File: src/rtl/floating_point_unit.sv
// floating_point_unit
//   Single-precision IEEE-754 execution block for the mips86 core. The datapath
//   is combinational and the result is captured in an output register.
//   Denormal inputs are treated as zero and denormal results flush to signed zero.
//   Any NaN input to ADD/SUB/MUL produces the canonical quiet NaN 32'h7FC00000.
//
// Ports
//   clk     in   1   system clock, result register updates on rising edge
//   reset   in   1   asynchronous active-low reset, clears result
//   a       in  32   operand A
//   b       in  32   operand B
//   cmd     in   4   0 ADD, 1 SUB, 2 MUL, 3 NEG, 4 ABS, others give zero
//   result  out 32   registered result
module floating_point_unit (
  input  logic        clk,
  input  logic        reset,
  input  logic [31:0] a,
  input  logic [31:0] b,
  input  logic [3:0]  cmd,
  output logic [31:0] result
);

  typedef enum logic [3:0] {
    CMD_ADD = 4'd0,
    CMD_SUB = 4'd1,
    CMD_MUL = 4'd2,
    CMD_NEG = 4'd3,
    CMD_ABS = 4'd4
  } cmd_e;

  localparam logic [31:0] QNAN = 32'h7FC0_0000;

  // Round to nearest even on a normalized 24-bit significand, then apply
  // overflow to infinity and underflow to signed zero.
  function automatic logic [31:0] pack_round(input logic              s,
                                             input logic signed [9:0] e,
                                             input logic [23:0]       m,
                                             input logic              g,
                                             input logic              rs);
    logic [24:0]       mr;
    logic signed [9:0] ef;
    logic [22:0]       f;
    mr = {1'b0, m} + {24'b0, g & (rs | m[0])};
    ef = e;
    f  = mr[22:0];
    if (mr[24]) begin
      ef = e + 10'sd1;
      f  = mr[23:1];
    end
    if (ef >= 10'sd255)
      return {s, 8'hFF, 23'b0};
    else if (ef <= 10'sd0)
      return {s, 31'b0};
    else
      return {s, ef[7:0], f};
  endfunction

  // Operand classification
  logic       sa, sb_eff;
  logic [7:0] ea, eb;
  logic [22:0] fa, fb;
  logic       a_zero, b_zero, a_inf, b_inf, a_nan, b_nan;

  assign sa     = a[31];
  assign sb_eff = (cmd == CMD_SUB) ? ~b[31] : b[31];
  assign ea     = a[30:23];
  assign eb     = b[30:23];
  assign fa     = a[22:0];
  assign fb     = b[22:0];
  assign a_zero = (ea == 8'h00);
  assign b_zero = (eb == 8'h00);
  assign a_inf  = (ea == 8'hFF) && (fa == '0);
  assign b_inf  = (eb == 8'hFF) && (fb == '0);
  assign a_nan  = (ea == 8'hFF) && (fa != '0);
  assign b_nan  = (eb == 8'hFF) && (fb != '0);

  // Add / subtract
  logic              swap, big_s, sml_s;
  logic [7:0]        big_e, sml_e, d;
  logic [23:0]       big_m, sml_m;
  logic [49:0]       sml_wide;
  logic [26:0]       aligned, norm;
  logic [27:0]       sum;
  logic [4:0]        lz;
  logic signed [9:0] add_e;
  logic [31:0]       add_res;

  always_comb begin
    swap  = {eb, fb} > {ea, fa};
    big_s = swap ? sb_eff : sa;
    sml_s = swap ? sa : sb_eff;
    big_e = swap ? eb : ea;
    sml_e = swap ? ea : eb;
    big_m = swap ? {1'b1, fb} : {1'b1, fa};
    sml_m = swap ? {1'b1, fa} : {1'b1, fb};
    d     = big_e - sml_e;

    // Smaller operand keeps 24 bits + guard + round, everything below is ORed
    // into sticky; far-away operands survive only as a sticky bit.
    sml_wide = {sml_m, 26'b0} >> d;
    aligned  = (d >= 8'd26) ? 27'd1 : {sml_wide[49:24], |sml_wide[23:0]};

    if (big_s == sml_s)
      sum = {1'b0, big_m, 3'b000} + {1'b0, aligned};
    else
      sum = {1'b0, big_m, 3'b000} - {1'b0, aligned};

    lz = '0;
    for (int unsigned i = 0; i < 27; i++)
      if (sum[i]) lz = 5'(26 - i);

    if (sum[27]) begin
      norm  = {sum[27:2], sum[1] | sum[0]};
      add_e = $signed({2'b00, big_e}) + 10'sd1;
    end else begin
      norm  = sum[26:0] << lz;
      add_e = $signed({2'b00, big_e}) - $signed({5'b00000, lz});
    end

    if (a_nan || b_nan)
      add_res = QNAN;
    else if (a_inf && b_inf)
      add_res = (sa != sb_eff) ? QNAN : a;
    else if (a_inf)
      add_res = a;
    else if (b_inf)
      add_res = {sb_eff, b[30:0]};
    else if (a_zero && b_zero)
      add_res = {sa & sb_eff, 31'b0};
    else if (a_zero)
      add_res = {sb_eff, b[30:0]};
    else if (b_zero)
      add_res = a;
    else if (sum == '0)
      add_res = '0;
    else
      add_res = pack_round(big_s, add_e, norm[26:3], norm[2], |norm[1:0]);
  end

  // Multiply
  logic [47:0]       prod;
  logic signed [9:0] mul_e;
  logic              s_mul;
  logic [31:0]       mul_res;

  always_comb begin
    s_mul = a[31] ^ b[31];
    prod  = {24'b0, 1'b1, fa} * {24'b0, 1'b1, fb};
    mul_e = $signed({2'b00, ea}) + $signed({2'b00, eb}) - 10'sd127;

    if (a_nan || b_nan)
      mul_res = QNAN;
    else if ((a_inf && b_zero) || (b_inf && a_zero))
      mul_res = QNAN;
    else if (a_inf || b_inf)
      mul_res = {s_mul, 8'hFF, 23'b0};
    else if (a_zero || b_zero)
      mul_res = {s_mul, 31'b0};
    else if (prod[47])
      mul_res = pack_round(s_mul, mul_e + 10'sd1, prod[47:24], prod[23], |prod[22:0]);
    else
      mul_res = pack_round(s_mul, mul_e, prod[46:23], prod[22], |prod[21:0]);
  end

  logic [31:0] nxt;

  always_comb begin
    nxt = '0;
    case (cmd)
      CMD_ADD, CMD_SUB: nxt = add_res;
      CMD_MUL:          nxt = mul_res;
      CMD_NEG:          nxt = {~a[31], a[30:0]};
      CMD_ABS:          nxt = {1'b0, a[30:0]};
      default:          nxt = '0;
    endcase
  end

  always_ff @(posedge clk or negedge reset) begin
    if (!reset)
      result <= '0;
    else
      result <= nxt;
  end

endmodule

File: config.mk
export PLATFORM = sky130hd
export DESIGN_NAME = floating_point_unit
export DESIGN_NICKNAME = d
export VERILOG_FILES = /design/src/rtl/floating_point_unit.sv
export SDC_FILE = /design/constraint.sdc
export NUM_CORES = 2
export LEC_CHECK = 0
export CAP_MARGIN = 10
export CELL_PAD_IN_SITES_DETAIL_PLACEMENT = 0
export CELL_PAD_IN_SITES_GLOBAL_PLACEMENT = 1
export CORE_MARGIN = 2
export CORE_UTILIZATION = 45
export CTS_BUF_LIST = sky130_fd_sc_hd__clkbuf_2
export CTS_CLUSTER_DIAMETER = 60
export DETAILED_ROUTE_END_ITERATION = 10
export GPL_TIMING_DRIVEN = 0
export HOLD_SLACK_MARGIN = 0.03
export MAX_ROUTING_LAYER = met4
export PLACE_DENSITY = 0.86
export SLEW_MARGIN = 20
export SYNTH_ARGS = -nofsm -noshare
export SYNTH_HDL_FRONTEND = slang
export SYNTH_SLANG_ARGS = --single-unit
File: constraint.sdc
create_clock -name clk -period 0.8 [get_ports clk]
set_input_delay 0.08 -clock clk [delete_from_list [all_inputs] [get_ports clk]]
set_output_delay 0.08 -clock clk [all_outputs]
set_load 0.01 [all_outputs]
==> impl_metrics.py <==
metrics = {
    "setup_path": {
        "cp.arrival_ns": 12.08,
        "cp-end-kind": "register",
        "worstSetupPathType": "input port to register",
        "cp.required_ns": 1.06,
        "worstPathMaxFanout": 10,
        "slowest_stage": "o31ai_1",
        "startpoint_type": "input port",
        "critical-path-max-stage-delay_ns": 0.61,
    },
    "drt": {
        "drt-pass1-iter-count": 8,
        "routedWlPerCell_um": 27.9,
        "drt-initial-drc-count": 4755,
        "m1WireLength_um": 71000,
        "viasPerCell": 6.35,
        "top_layer": "met4",
        "drcViolationCount": 0,
        "vias": 39100,
        "routed_wl_um": 171000,
        "route.met3.wl_um": 20200,
        "wl_met2_um": 71500,
        "detail-route-antenna-nets": 0,
    },
    "cells_and_area": {
        "fin_cells": 6150,
        "fin_util": 0.551,
        "reg_top3": "result: 32 flops",
        "largest_register_ffs": 32,
        "top_register": "result",
        "fin_nets": 5946,
        "final_common_cell": "inv_1",
        "fillers": 7612,
        "area_growth_pct": 21.4,
        "final_area_um2": 43400,
        "drive_above_1_share": 0.184,
        "final_cell_mix": "inv_1, nand2_1, fa_1, nor2_1, ha_1",
    },
    "outcome": {
        "violations": "negative setup slack",
        "status": "complete, but fails checks",
    },
    "clock_tree": {
        "numCtsBuffers": 5,
        "cts_tree": "done",
        "htreeDepth": 2,
        "cts.sink_count": 32,
        "root_buffer": "clkbuf_2",
        "path_clk_slew_ns": 0.19,
        "clockBufferDepth": 2,
    },
    "synthesis": {
        "syn_area_um2": 35800,
        "ys_ff_latch": 32,
        "syn_avg_cell_area_um2": 7.52,
        "synthCells": 4756,
        "ys_warn_count": 0,
        "yosysUniqueCellTypes": 112,
        "synth_edf_count": 0,
        "synth_nets": 5614,
        "synth_flop_cell": "dfrtp_1",
        "async_flop_share": 1.00,
        "yosysSeqAreaShare": 0.0224,
    },
    "floorplan": {
        "fp-row-count": 103,
        "die_x_um": 286,
        "die_h_um": 286,
        "core_area_um2": 78900,
        "pin_count": 102,
        "dieArea_um2": 81800,
        "start_util": 0.454,
    },
    "sta": {
        "report.final.slew_viol_count": 0,
        "rsz0062_at_grt": "yes",
        "setup_tns_ns": -354.49,
        "layout_setup_ws_ns": -11.02,
        "finalHoldViolCount": 0,
        "post-route-period-util": 14.8,
        "timing.fmax_ghz": 0.0846,
        "timing.slew.headroom": 0.153,
        "min_period_ns": 11.82,
        "finalSetupViolCount": 64,
        "worstMarginPinSlew_ns": 1.27,
        "holdWs_ns": 0.0674,
    },
    "global_route": {
        "antenna_found_initial": 10,
        "grt_usage": 0.425,
        "grt-ovfl-total": 0,
        "grt_pass1_wl_um": 252000,
        "grt_pass1_vias": 38300,
        "grt_max_degree": 19,
    },
    "power": {
        "combPwrFrac": 0.978,
        "internal-power_uw": 61400,
        "seqPwrFrac": 0.014,
        "leakage_uw": 0.0198,
        "ir_drop_v": 0.00586,
        "power_switching_uw": 92800,
        "power_density_nw_per_um2": 3550,
        "clock_power_share": 0.008,
        "p_sw_frac": 0.602,
    },
    "hold_path": {
        "hp-class": "input port to register",
        "hp-start": "a[26]",
        "whs_endpoint": "result[26]",
        "hold_depth": 3,
    },
    "placed_design": {
        "gp_congestion": 1.03,
        "dpl_cell_area_um2": 38900,
        "dp_hpwl_um": 136000,
        "port_buffers": 101,
        "dpl.cell_count": 5911,
    },
    "job": {
        "drv_cap": 0,
    },
}
-- logic make-up after synthesis --
family,Yosys count,share of synthesized area
XOR/XNOR,161,0.0394
AO/OA/AOI/OAI,1028,0.196
AND/OR/NAND/NOR,1675,0.229
buffers and inverters,965,0.104
flip-flops,32,0.0224
multiplexers,107,0.0328
adder cells (fa/ha/maj),788,0.377
-- routing by layer --
metal	global-route usage	vias to the layer above
met5	-	-
met4	0.164	0
met3	0.0914	498
met2	0.613	2533
met1	0.580	19200
li1	-	16800
-- how the worst max path moves through the flow --
stage	from	end	slack, ns	cells after the start
6_report	b[8]	result[20]	-11.02	62
3_5_place_dp	a[12]	result[22]	-15.53	53
2_1_floorplan	a[16]	result[6]	-10.08	60
5_1_grt	a[13]	result[0]	-11.26	64
3_3_place_gp	a[12]	result[22]	-16.44	54
4_1_cts	a[16]	result[0]	-10.79	64
-- metrics by stage --
stage,worst slack [ns],power (uW)
floorplan,-10.08,117000
global placement,-16.44,140000
detailed placement,-15.53,142000
CTS,-10.79,150000
global route,-11.26,166000
finish,-11.02,154000
-- area by class of cell --
type	count	area, um^2	area share
inverters	681	2660	0.0613
diodes	11	27.5	0.000634
clock buffers	5	25.0	0.000576
clock inverters	3	42.5	0.000979
repair buffers	336	2820	0.0649
plain buffers	273	2040	0.0471
flip-flops and latches	32	801	0.0184
well taps	1050	1310	0.0302
multi-input cells	3759	33700	0.776
-- power groups by stage --
| stage | clock (uW) | combinational, uW | sequential [uW] |
|---|---|---|---|
| 2_1_floorplan | 0 | 115000 | 2320 |
| 3_3_place_gp | 0 | 138000 | 2120 |
| 3_5_place_dp | 0 | 140000 | 2110 |
| 4_1_cts | 1220 | 147000 | 2100 |
| 5_1_grt | 1310 | 163000 | 2120 |
| 6_report | 1210 | 151000 | 2110 |
-- Yosys cell counts (all sizes together), types with 53 or more instances --
cell type  count  share of area
a211oi        59          0.014
a21o          57          0.012
a21oi        248          0.035
and2         202          0.035
and3          53         0.0093
buf           69         0.0098
clkbuf       215          0.023
fa           485           0.27
ha           303           0.11
inv          677          0.071
mux2i         75          0.021
nand2        597          0.063
nand3        119          0.017
nand4         54         0.0098
nor2         301          0.032
nor3         112          0.016
o21ai        222          0.031
xnor2        107          0.026
xor2          54          0.013
-- worst max-delay path: cells and delay by family --
family          cells  cell delay [ns]
buf+inv            24             3.87
compound gates     20             4.11
simple gates       15             3.11
fa+ha+maj           3             0.84
-- timing repair --
| action | in CTS | in global routing |
|---|---|---|
| pin swaps | 121 | 117 |
| endpoints found under the hold margin | 33 | 0 |
| hold buffers | 2 | 0 |
| setup endpoints to repair | 64 | 64 |
| buffers inserted | 152 | 76 |
| cloned | 3 | 0 |
| gates resized for setup | 906 | 207 |
No activity file was read; power rests on OpenSTA's default activity.
==> RTL change, RTL diff (same flow settings) <==
Add an input register stage for `a`, `b` and `cmd`, cleared by the reset; this delays them by one clock.
--- a/src/rtl/floating_point_unit.sv
+++ b/src/rtl/floating_point_unit.sv
@@ -30,6 +30,22 @@
 
   localparam logic [31:0] QNAN = 32'h7FC0_0000;
 
+  logic [31:0] a_q;
+  logic [31:0] b_q;
+  logic [3:0] cmd_q;
+
+  always_ff @(posedge clk or negedge reset) begin
+    if (!reset) begin
+      a_q   <= '0;
+      b_q   <= '0;
+      cmd_q <= '0;
+    end else begin
+      a_q   <= a;
+      b_q   <= b;
+      cmd_q <= cmd;
+    end
+  end
+
   // Round to nearest even on a normalized 24-bit significand, then apply
   // overflow to infinity and underflow to signed zero.
   function automatic logic [31:0] pack_round(input logic              s,
@@ -61,12 +77,12 @@
   logic [22:0] fa, fb;
   logic       a_zero, b_zero, a_inf, b_inf, a_nan, b_nan;
 
-  assign sa     = a[31];
-  assign sb_eff = (cmd == CMD_SUB) ? ~b[31] : b[31];
-  assign ea     = a[30:23];
-  assign eb     = b[30:23];
-  assign fa     = a[22:0];
-  assign fb     = b[22:0];
+  assign sa     = a_q[31];
+  assign sb_eff = (cmd_q == CMD_SUB) ? ~b_q[31] : b_q[31];
+  assign ea     = a_q[30:23];
+  assign eb     = b_q[30:23];
+  assign fa     = a_q[22:0];
+  assign fb     = b_q[22:0];
   assign a_zero = (ea == 8'h00);
   assign b_zero = (eb == 8'h00);
   assign a_inf  = (ea == 8'hFF) && (fa == '0);
@@ -120,17 +136,17 @@
     if (a_nan || b_nan)
       add_res = QNAN;
     else if (a_inf && b_inf)
-      add_res = (sa != sb_eff) ? QNAN : a;
+      add_res = (sa != sb_eff) ? QNAN : a_q;
     else if (a_inf)
-      add_res = a;
+      add_res = a_q;
     else if (b_inf)
-      add_res = {sb_eff, b[30:0]};
+      add_res = {sb_eff, b_q[30:0]};
     else if (a_zero && b_zero)
       add_res = {sa & sb_eff, 31'b0};
     else if (a_zero)
-      add_res = {sb_eff, b[30:0]};
+      add_res = {sb_eff, b_q[30:0]};
     else if (b_zero)
-      add_res = a;
+      add_res = a_q;
     else if (sum == '0)
       add_res = '0;
     else
@@ -144,7 +160,7 @@
   logic [31:0]       mul_res;
 
   always_comb begin
-    s_mul = a[31] ^ b[31];
+    s_mul = a_q[31] ^ b_q[31];
     prod  = {24'b0, 1'b1, fa} * {24'b0, 1'b1, fb};
     mul_e = $signed({2'b00, ea}) + $signed({2'b00, eb}) - 10'sd127;
 
@@ -166,11 +182,11 @@
 
   always_comb begin
     nxt = '0;
-    case (cmd)
+    case (cmd_q)
       CMD_ADD, CMD_SUB: nxt = add_res;
       CMD_MUL:          nxt = mul_res;
-      CMD_NEG:          nxt = {~a[31], a[30:0]};
-      CMD_ABS:          nxt = {1'b0, a[30:0]};
+      CMD_NEG:          nxt = {~a_q[31], a_q[30:0]};
+      CMD_ABS:          nxt = {1'b0, a_q[30:0]};
       default:          nxt = '0;
     endcase
   end
Function: changed (Yosys sat finds a counterexample within 4 cycles, from zero or initial values and one cycle with reset low).
==> RTL change against the unedited design <==
The run ends with hold timing, setup timing left. Worst setup slack worse by 490 ps. Cell area up 7.0%. Synthesized area up 4.7%. Sequential cell count up 68. Cell count up 2.3%. First-iteration DRC count down 5.6%. Total power up 13%. Via count up 0.52%. Routed wire length down 1.1%. Sequential share of layout area up 3.7 points. Combinational power up 9.9%. Critical path type is now flop to flop. Largest cell class unchanged. Largest power group unchanged. Highest routed layer unchanged.
==> RTL change: results (changes against the unedited design) <==
- Top cells by area, synth: fa_1 26%, ha_1 10%, inv_1 6.8%, dfrtp_1 6.7%, nand2_1 6.1%
- Total GRT Usage: 39.9% (-2.6 points)
- Hold_buf cts: 72 (+70)
- Antenna violations before repair: 8 (-2)
- DP Wirelength: 130 mm (-4.3%)
- Global-route met1 utilization: 51.9% (-6.1 points)
- Vias in the first global route: 38100 (-0.56%)
- Max stage delay on crit path: 560 ps (-50 ps)
- Global-route wire length before repair: 247 mm (-2.2%)
- Worst VDD drop: 0.00520 V (-11%)
- Register clock-pin slew on the reported worst setup and hold paths: 410 ps (+220 ps)
- Setup violations, final: 64 (unchanged)
- Final hold viol count: 40 (+40)
- Worst Path Arrival: 13070 ps (+990 ps)
- Max-slew headroom: 19.8% (+4.5 points)
- Biggest regs: a_q (32), b_q (32), result (32)
- NetSw: 0.104 W (+12%)
- Pin count of the biggest net entering global routing: 65 (+46)
- Dpl cell area: 40500 um^2 (+3.9%)
- Initial drt markers: 4488 (-5.6%)
- Worst r2r path cells: 57
- Grt met3 use: 11.1% (+2.0 points)
- Layout cells sized above 1: 20.1% (+1.6 points)
- Failing checks: hold timing, setup timing
- P_leak: 21.1 nW (+7.1%)
- Setup WS post-layout: -11510 ps (-491 ps)
- H-tree depth: 3 (+1)
- Via count: 39300 (+0.52%)
- Setup CP Type: flop to flop
- Most frequent cells after synthesis: 676 x inv_1, 613 x nand2_1, 485 x fa_1, 322 x nor2_1, 303 x ha_1
- Fillcell total: 7663 (+0.67%)
- Min Hold Slack: -423 ps (-491 ps)
- M2 GR Usage: 58.0% (-3.3 points)
- Status: complete, but fails checks
- Hold Crit Class: input port to asynchronous set/reset pin
- Syn Nets: 5604 (-0.18%)
- Placer's final routability congestion estimate: 1.03 (+0.64%)
- Final nets: 6060 (+1.9%)
- Distinct cells, synth: 128 (+14%)
- Crit path max-delay cell type: a211oi_1
- TritonRoute pass-1 iters: 8 (unchanged)
- Drt wl/cell: 26.9 um (-3.3%)
- Critical path's top delay family: simple AND/OR/NAND/NOR gates
- Num CTS Buffers: 9 (+4)
- Sequential-to-total area share from yosys stat: 6.68% (+4.4 points)
==> RTL change: cell count changes in the layout (fill, tap and decap cells not counted), moves of 24 or more <==
cell             unedited run  this run
clkbuf_1                   90        66
mux2i_1                    59        86
o21ai_0                   176       147
dlygate4sd3_1               2        72
buf_4                     234       267
a21oi_1                   210       177
dfrtp_2                     0        31
clkdlybuf4s50_1             6        68
clkbuf_2                   68        96
dfrtp_1                    32        61
==> RTL change: what timing repair did <==
item                                    CTS  global route
endpoints found under the hold margin   168            36
pin swaps                               100           140
gates cloned                              2             2
endpoints found under the setup margin   64            64
resized for setup                       561           321
buffers inserted                        155           127
==> RTL change: power by group through the flow <==
stage          Combinational [W]  Sequential [W]  Clock (W)
6_report                   0.166         0.00623    0.00294
5_1_grt                    0.177         0.00626    0.00310
4_1_cts                    0.156         0.00616    0.00294
3_5_place_dp               0.146         0.00638          0
3_3_place_gp               0.145         0.00639          0
2_1_floorplan              0.123         0.00631          0
==> RTL change: cell type report <==
| type | instances | area [um^2] | share of cell area (%) |
|---|---|---|---|
| timing repair buffer | 460 | 3990 | 8.58 |
| tap | 1070 | 1340 | 2.88 |
| clock buffer | 9 | 45.0 | 0.0969 |
| clock inverter | 7 | 70.1 | 0.151 |
| buffer | 252 | 1800 | 3.87 |
| sequential | 100 | 2570 | 5.53 |
| multi-input combinational | 3695 | 33900 | 73.0 |
| inverter | 684 | 2700 | 5.82 |
| antenna | 13 | 32.5 | 0.0700 |
==> RTL change: per-layer routing <==
layer | wire length, um | share of wire (%)
met5 | 0 | 0
met4 | 9370 | 5.5
met3 | 20500 | 12
met2 | 72300 | 43
met1 | 67200 | 40
==> RTL change: stage by stage <==
stage	hold WS, ps	setup slack, ps	power, W	setup TNS [ps]	cells
after floorplan	-216	-10320	0.130	-323440	4746
after global placement	493	-14810	0.151	-907530	5917
after detailed placement	28.2	-14690	0.153	-464600	5918
after CTS	-445	-11110	0.165	-376920	6155
after global routing	-387	-11650	0.186	-392070	6285
final	-423	-11510	0.175	-383990	6290
==> RTL change: worst reg2reg max path, delay by kind of cell (launching register included) <==
kind / cells / cell delay, ps
DFF: 1 / 490
and+or+nand+nor: 18 / 3890
xor gates and xnor gates: 1 / 320
muxes: 4 / 930
buffers and inverters: 16 / 2110
adders and majority gates: 3 / 780
AOI/OAI and AO/OA: 15 / 3590
==> RTL change: logic make-up (layout without fill, tap and decap cells) <==
family / after synthesis / after routing / synth area share (%)
flip-flops: 100 / 100 / 6.68
AND/OR/NAND/NOR: 1631 / 1631 / 21.2
XOR/XNOR: 167 / 167 / 3.91
AO/OA/AOI/OAI: 947 / 947 / 17.4
multiplexers: 162 / 162 / 4.90
other: 0 / 13 / 0
buffers and inverters: 951 / 1412 / 9.86
adder cells (fa/ha/maj): 788 / 788 / 36.0
